$ cat config.mk
export PLATFORM = sky130hd
export DESIGN_NAME = xc_pclmul_fu
export DESIGN_NICKNAME = d
export VERILOG_FILES = /design/src/rtl/xc_pclmul_fu.sv
export SDC_FILE = /design/constraint.sdc
export NUM_CORES = 1
export LEC_CHECK = 0
export BUFFER_PORTS_ARGS = -buffer_cell sky130_fd_sc_hd__clkbuf_2
export CAP_MARGIN = 0
export CORE_MARGIN = 1.5
export CORE_UTILIZATION = 30
export CTS_BUF_LIST = sky130_fd_sc_hd__clkbuf_4
export DETAILED_ROUTE_END_ITERATION = 8
export GPL_TIMING_DRIVEN = 0
export PLACE_DENSITY = 0.55
export SLEW_MARGIN = 5
export SYNTH_ARGS = -nofsm -noshare
export SYNTH_HDL_FRONTEND = slang
export SYNTH_SLANG_ARGS = --single-unit
$ cat constraint.sdc
create_clock -name g_clk -period 12.99 [get_ports g_clk]
set_clock_uncertainty 0.15 [all_clocks]
set_input_delay 2.598 -clock g_clk [delete_from_list [all_inputs] [get_ports g_clk]]
set_output_delay 2.598 -clock g_clk [all_outputs]
set_load 0.01 [all_outputs]
$ cat src/rtl/xc_pclmul_fu.sv
// Packed carry-less multiply unit for xc.pclmul.l / xc.pclmul.h.
// Operands split into lanes of 32/16/8/4/2 bits. Each lane pair is multiplied
// in parallel, one multiplier bit per cycle, into a 64-bit lane-partitioned
// accumulator. The low or high half of each lane product is packed into the result.
module xc_pclmul_fu (
  input  logic        g_clk,
  input  logic        g_rst,
  input  logic        flush,
  input  logic        in_valid,
  output logic        in_ready,
  input  logic [31:0] in_rs1,
  input  logic [31:0] in_rs2,
  input  logic [2:0]  in_pw,
  input  logic        in_hi,
  output logic        out_valid,
  input  logic        out_ready,
  output logic [31:0] out_result
);

  typedef enum logic [1:0] {
    ST_IDLE = 2'd0,
    ST_BUSY = 2'd1,
    ST_DONE = 2'd2
  } state_t;

  state_t      state_reg, state_next;
  logic [31:0] rs1_reg;
  logic [31:0] rs2_reg;
  logic [2:0]  pw_reg;
  logic        hi_reg;
  logic [63:0] acc_reg;
  logic [4:0]  count_reg;

  // One candidate next-accumulator and one packed result per lane width.
  logic [63:0] step_acc [5];
  logic [31:0] res_pack [5];

  logic [63:0] step_sel;
  logic [31:0] res_sel;
  logic [4:0]  last_count;
  logic        pw_reserved;

  assign pw_reserved = (pw_reg > 3'd4);

  // Each width gi gets its own lane slicing. Lanes are built independently,
  // so no bit can cross a lane boundary.
  generate
    for (genvar gi = 0; gi < 5; gi++) begin : g_width
      localparam int W  = 32 >> gi;
      localparam int LW = $clog2(W);
      localparam int NL = 32 / W;

      logic [63:0] step_w;
      logic [31:0] res_w;

      for (genvar gj = 0; gj < NL; gj++) begin : g_lane
        logic [W-1:0]   a_lane;
        logic [W-1:0]   b_lane;
        logic [2*W-1:0] acc_lane;
        logic [2*W-1:0] part;

        assign a_lane   = rs1_reg[W*gj +: W];
        assign b_lane   = rs2_reg[W*gj +: W];
        assign acc_lane = acc_reg[2*W*gj +: 2*W];
        // The count is always below W here, so the shifted multiplicand
        // always fits within the 2W-bit lane.
        assign part     = {{W{1'b0}}, a_lane} << count_reg[LW-1:0];

        assign step_w[2*W*gj +: 2*W] =
          acc_lane ^ (b_lane[count_reg[LW-1:0]] ? part : {(2*W){1'b0}});
        assign res_w[W*gj +: W] =
          hi_reg ? acc_lane[2*W-1:W] : acc_lane[W-1:0];
      end

      assign step_acc[gi] = step_w;
      assign res_pack[gi] = res_w;
    end
  endgenerate

  // Select the datapath slice and terminal count for the latched width.
  always_comb begin
    step_sel   = acc_reg;
    res_sel    = 32'd0;
    last_count = 5'd0;
    case (pw_reg)
      3'd0: begin step_sel = step_acc[0]; res_sel = res_pack[0]; last_count = 5'd31; end
      3'd1: begin step_sel = step_acc[1]; res_sel = res_pack[1]; last_count = 5'd15; end
      3'd2: begin step_sel = step_acc[2]; res_sel = res_pack[2]; last_count = 5'd7;  end
      3'd3: begin step_sel = step_acc[3]; res_sel = res_pack[3]; last_count = 5'd3;  end
      3'd4: begin step_sel = step_acc[4]; res_sel = res_pack[4]; last_count = 5'd1;  end
      default: begin
        step_sel   = acc_reg;
        res_sel    = 32'd0;
        last_count = 5'd0;
      end
    endcase
  end

  // State register.
  always_ff @(posedge g_clk or posedge g_rst) begin
    if (g_rst) state_reg <= ST_IDLE;
    else       state_reg <= state_next;
  end

  // Next-state and handshake outputs; flush overrides every transition.
  always_comb begin
    state_next = state_reg;
    in_ready   = 1'b0;
    out_valid  = 1'b0;
    case (state_reg)
      ST_IDLE: begin
        in_ready = 1'b1;
        if (in_valid) state_next = ST_BUSY;
      end
      ST_BUSY: begin
        // A reserved width spends exactly one BUSY cycle so that its zero
        // result appears one edge after accept.
        if (pw_reserved || (count_reg == last_count)) state_next = ST_DONE;
      end
      ST_DONE: begin
        out_valid = 1'b1;
        if (out_ready) state_next = ST_IDLE;
      end
      default: state_next = ST_IDLE;
    endcase
    if (flush) state_next = ST_IDLE;
  end

  // Operand latches, accumulator and step counter.
  always_ff @(posedge g_clk or posedge g_rst) begin
    if (g_rst) begin
      rs1_reg   <= 32'd0;
      rs2_reg   <= 32'd0;
      pw_reg    <= 3'd0;
      hi_reg    <= 1'b0;
      acc_reg   <= 64'd0;
      count_reg <= 5'd0;
    end else if (flush) begin
      acc_reg   <= 64'd0;
      count_reg <= 5'd0;
    end else begin
      case (state_reg)
        ST_IDLE: begin
          if (in_valid) begin
            rs1_reg   <= in_rs1;
            rs2_reg   <= in_rs2;
            pw_reg    <= in_pw;
            hi_reg    <= in_hi;
            acc_reg   <= 64'd0;
            count_reg <= 5'd0;
          end
        end
        ST_BUSY: begin
          if (!pw_reserved) begin
            acc_reg <= step_sel;
            // Hold at the terminal value rather than wrapping on W=32.
            if (count_reg != last_count) count_reg <= count_reg + 5'd1;
          end
        end
        default: ;
      endcase
    end
  end

  // The result is only visible while it is valid.
  assign out_result = (state_reg == ST_DONE) ? res_sel : 32'd0;

endmodule

# Word level (Yosys, flattened, before mapping)
# Cells that the tools add are included.
# word_totals
register_bits,139
memories,0
in_bits,73
wordCells,243
latch_bits,0
romBits,0
ramBits,0
# op_classes
mux,144
div,0
n_addsub,1
eq_ne,14
n_mul,0
shifts,31
n_lt_le_gt_ge,6
reduce_logical,8
bitwise_logic,32
# op_table
operator,count
$pmux W64 S5,1
$mux W64,4
$pmux W32 S5,1
$mux W32,4
$pmux W64 S2,1
$mux W16,6
$mux W4,24
$mux W8,12
$shl A16 B4 Y32,2
$shl A2 B1 Y4,16
$shl A32 B5 Y64,1
$shl A4 B2 Y8,8
$shl A8 B3 Y16,4
$xor A16 B16 Y16,4
$xor A32 B32 Y32,2
$xor A4 B4 Y4,16
$xor A64 B64 Y64,1
$xor A8 B8 Y8,8
$mux W1,49
$mux W2,20
$pmux W5 S5,1
$mux W5,4
$bmux W1 S2,8
$ne A3 B3 Y1 const B,5
other kinds (27),34

# Depth between registers and ports, before layout
# depth
word_depth,8
mapped_depth,14
mapped_depth_nobuf,8

# Least setup slack after synthesis
# Ideal clock, no wire load.
# synth_timing
kind,reg2out
startpoint,register pw_reg[0]
endpoint,output out_result[2]
n_path_buf,4
arrival_time_ns,2.192
slack_ns,8.050
t_required_ns,10.242
path_stages_with_launch,10
path_cell_list,dfrtp_1 > clkbuf_1 > buf_2 > nor3b_2 > clkbuf_1 > buf_1 > a22oi_1 > nor2_1 > a31oi_1 > a21oi_1
# synth_between
elab_chain_len,3
# synth_rtl
item,line_no,rtl
start: declaration,29,logic [2:0] pw_reg;
start signal: assignment,147,pw_reg <= in_pw;
$eq A3 B3 Y1 (tied with other cells),85,case (pw_reg)
$pmux W32 S5 (*),85,
$mux W32 (*),166,assign out_result = (state_reg == ST_DONE) ? res_sel : 32'd0;
end: declaration,17,output logic [31:0] out_result
# Every way passes the cells marked *; elsewhere a longest branch is shown, timed or not.

# Final worst setup path
# layout_timing
startpoint,register pw_reg[2]
endpoint,output out_result[26]
# Same word-level chain as after synthesis.

==> results.json <==
{
  "ys.flop_type": "dfrtp_1",
  "synthArstFlopShare": 1.00,
  "hold_buffers": 0,
  "grt_max_degree": 74,
  "post_cts_resized": 0,
  "critPathArrivalTime_ps": 5550,
  "drt_pass1_iterations": 6,
  "rows": 85,
  "cp_slowest_cell": "nor3b_2",
  "drive_gt1_frac": 0.190,
  "grt_overflow_total": 0,
  "drc": 0,
  "synth-seq-area-share": 0.212,
  "synth-seq-cells": 139,
  "dp_hpwl_mm": 103,
  "antenna_found_initial": 10,
  "register_area_sq_um": 3480,
  "nNetsFinal": 2308,
  "grt_pass1_wl_mm": 178,
  "cts_max_level": 4,
  "numCtsBuffers": 17,
  "multiInputGateArea_sq_um": 11700,
  "rsz0062_at_grt": "false",
  "synth_top_cell_by_area": "dfrtp_1",
  "drv_cap": 3,
  "clk_pin_slew_ps": 180,
  "ff2ff_path_depth": 8,
  "p_leak_nw": 6.92,
  "drt_iter0_drc": 4045,
  "final_util": 0.339,
  "routabilityCongestion": 1.11,
  "routed_via_density": 7.23,
  "fmax_mhz": 121,
  "ys_top_cells_by_area": "dfrtp_1 21%, mux2_2 7.6%, mux4_2 7.1%, o21ai_0 5.8%, a21oi_1 5.2%",
  "vias": 21300,
  "die_y_microns": 237,
  "max_slew_margin": -0.0463,
  "worst_ir_drop_vdd_v": 0.000113,
  "cp.required_ps": 10240,
  "synth-edff-count": 0,
  "syn_area_sq_um": 16400,
  "final-setup-viol-count": 0,
  "post_drt_wl_per_cell_microns": 45.5,
  "fin_crit_ps": 8300,
  "core-area_sq_um": 53900,
  "largest_reg_flops": 64,
  "path_cells": "buf_2, buf_2, nor3b_2, clkbuf_1, buf_1, a22oi_1, nor2_1, a21oi_1, a21oi_1, clkbuf_2",
  "synthDistinctLibCells": 93,
  "tightest_slew_ps": 1570,
  "grt_pass1_vias": 19600,
  "io_pins": 107,
  "hold_class": "flip-flop to flip-flop",
  "cts_root_buffer": "clkbuf_4",
  "wl_mm": 134,
  "slew_violations": 32,
  "start_kind": "flip-flop",
  "ys_warn_count": 0,
  "initial_core_util": 0.304,
  "path_max_fanout": 10,
  "cts_setup_buffers": 0,
  "max_stage_delay_ps": 1180,
  "path_class": "flip-flop to output pin",
  "synth_top_area_share": 0.212,
  "syn_nets": 2177,
  "hold_viol": 0,
  "cts_num_sinks": 139,
  "die_area_sq_um": 56100,
  "synth.avg_cell_area_sq_um": 7.80,
  "crit_path_end_kind": "output pin",
  "clock_path_buffers": 2,
  "power_density_nw_per_um2": 323,
  "antenna_left": 0,
  "die_w_microns": 237,
  "fillers": 5840,
  "grt_usage": 0.471,
  "area_growth_syn_to_layout_pct": 11.4,
  "min_path_cells": 1,
  "outcome": "finished, violations left",
  "setup_tns_ps": 0,
  "clock_latency_ps": 840,
  "cts_tree": "yes",
  "violations": "capacitance limit, slew limit",
  "port_buffers": 106,
  "fin_crit_sh": 0.639,
  "postSynthCellCount": 2103
}
[synthesized netlist by cell type, drive strengths merged (18+ instances only)]
master / instances
nand2: 208
o21ai: 198
a21oi: 173
nor2: 165
dfrtp: 139
clkbuf: 119
mux2: 111
buf: 105
mux2i: 80
nand3: 75
mux4: 52
nor3: 46
a31oi: 43
a22oi: 37
o211ai: 37
inv: 35
nor2b: 28
o22ai: 28
a211oi: 26
nand2b: 21
a21o: 20
xnor2: 20
a221oi: 18
a22o: 18
and3: 18
o221ai: 18
xor2: 18
[stage by stage]
stage / total power [mW] / worst slack, ps / area [sq um] / std cells / hold slack [ps]
after floorplan: 3.06 / 6520 / 16400 / 2103 / 315
after global placement: 5.12 / 4020 / 17800 / 2905 / 379
after detailed placement: 5.13 / 5960 / 17900 / 2911 / 393
after CTS: 5.52 / 5080 / 18200 / 2942 / 424
after global routing: 5.87 / 4900 / 18300 / 2944 / 433
final: 5.90 / 4690 / 18300 / 2950 / 415
[logic make-up after synthesis]
group,synth area share
adder cells (fa/ha/maj),0.000763
buffers and inverters,0.0729
flip-flops,0.212
XOR/XNOR,0.0203
multiplexers,0.197
AO/OA/AOI/OAI,0.305
AND/OR/NAND/NOR,0.192
[worst max-delay path: cells and delay by family, from the launching register on]
kind                   cells  cell delay, ps
DFF                        1             350
AOI/OAI and AO/OA          3             430
and+or+nand+nor            2            1340
buffers and inverters      5            2590
[placed cells by master (no fill, tap or decap), types with 14 or more instances in the layout]
cell / count
buf_1: 26
nand2b_1: 21
a22oi_1: 37
nand4_1: 16
o221ai_1: 18
a21oi_1: 169
mux4_2: 52
and3_1: 18
inv_1: 32
a21o_1: 20
nand3_1: 75
clkbuf_4: 17
clkbuf_1: 115
o22ai_1: 28
nor2b_1: 28
nor2_1: 162
nand2_1: 208
clkbuf_2: 110
a22o_1: 18
xnor2_1: 20
o21ai_0: 187
buf_2: 55
nor3_1: 45
a221oi_1: 17
dfrtp_1: 139
mux2_2: 110
buf_6: 14
xor2_1: 18
o211ai_1: 37
mux2i_1: 77
a211oi_1: 26
a31oi_1: 43
[worst paths after layout]
path	from	endpoint	slack [ps]
worst min-delay path	acc_reg[63]	acc_reg[63]	410
min in group asynchronous	g_rst	acc_reg[29]	1630
worst max register to register	pw_reg[2]	acc_reg[52]	7630
worst max-delay path	pw_reg[2]	out_result[26]	4690
worst min register to register	acc_reg[63]	acc_reg[63]	410
max in group asynchronous	g_rst	count_reg[2]	10170
[report_power, final]
group	total (mW)	switching (mW)	internal (mW)
Sequential	0.920	0.326	0.594
Clock	0.398	0.241	0.157
Combinational	4.58	3.38	1.21
[area by class of cell]
cell class | count | share of cell area
clock inverter | 14 | 0.0112
multi-input combinational | 1704 | 0.643
tap | 696 | 0.0477
antenna | 8 | 0.00110
sequential | 139 | 0.190
clock buffer | 17 | 0.00699
timing repair buffer | 112 | 0.0336
buffer | 224 | 0.0581
inverter | 36 | 0.00781
[metal layers]
metal | global-route usage | up-vias | part of all wire
met5 | 0.000866 | - | 0.00092
met2 | 0.669 | 2013 | 0.40
met3 | 0.161 | 556 | 0.13
li1 | - | 8227 | -
met1 | 0.587 | 10500 | 0.38
met4 | 0.356 | 6 | 0.092
Note: power is estimated with default switching activity, not from simulation.
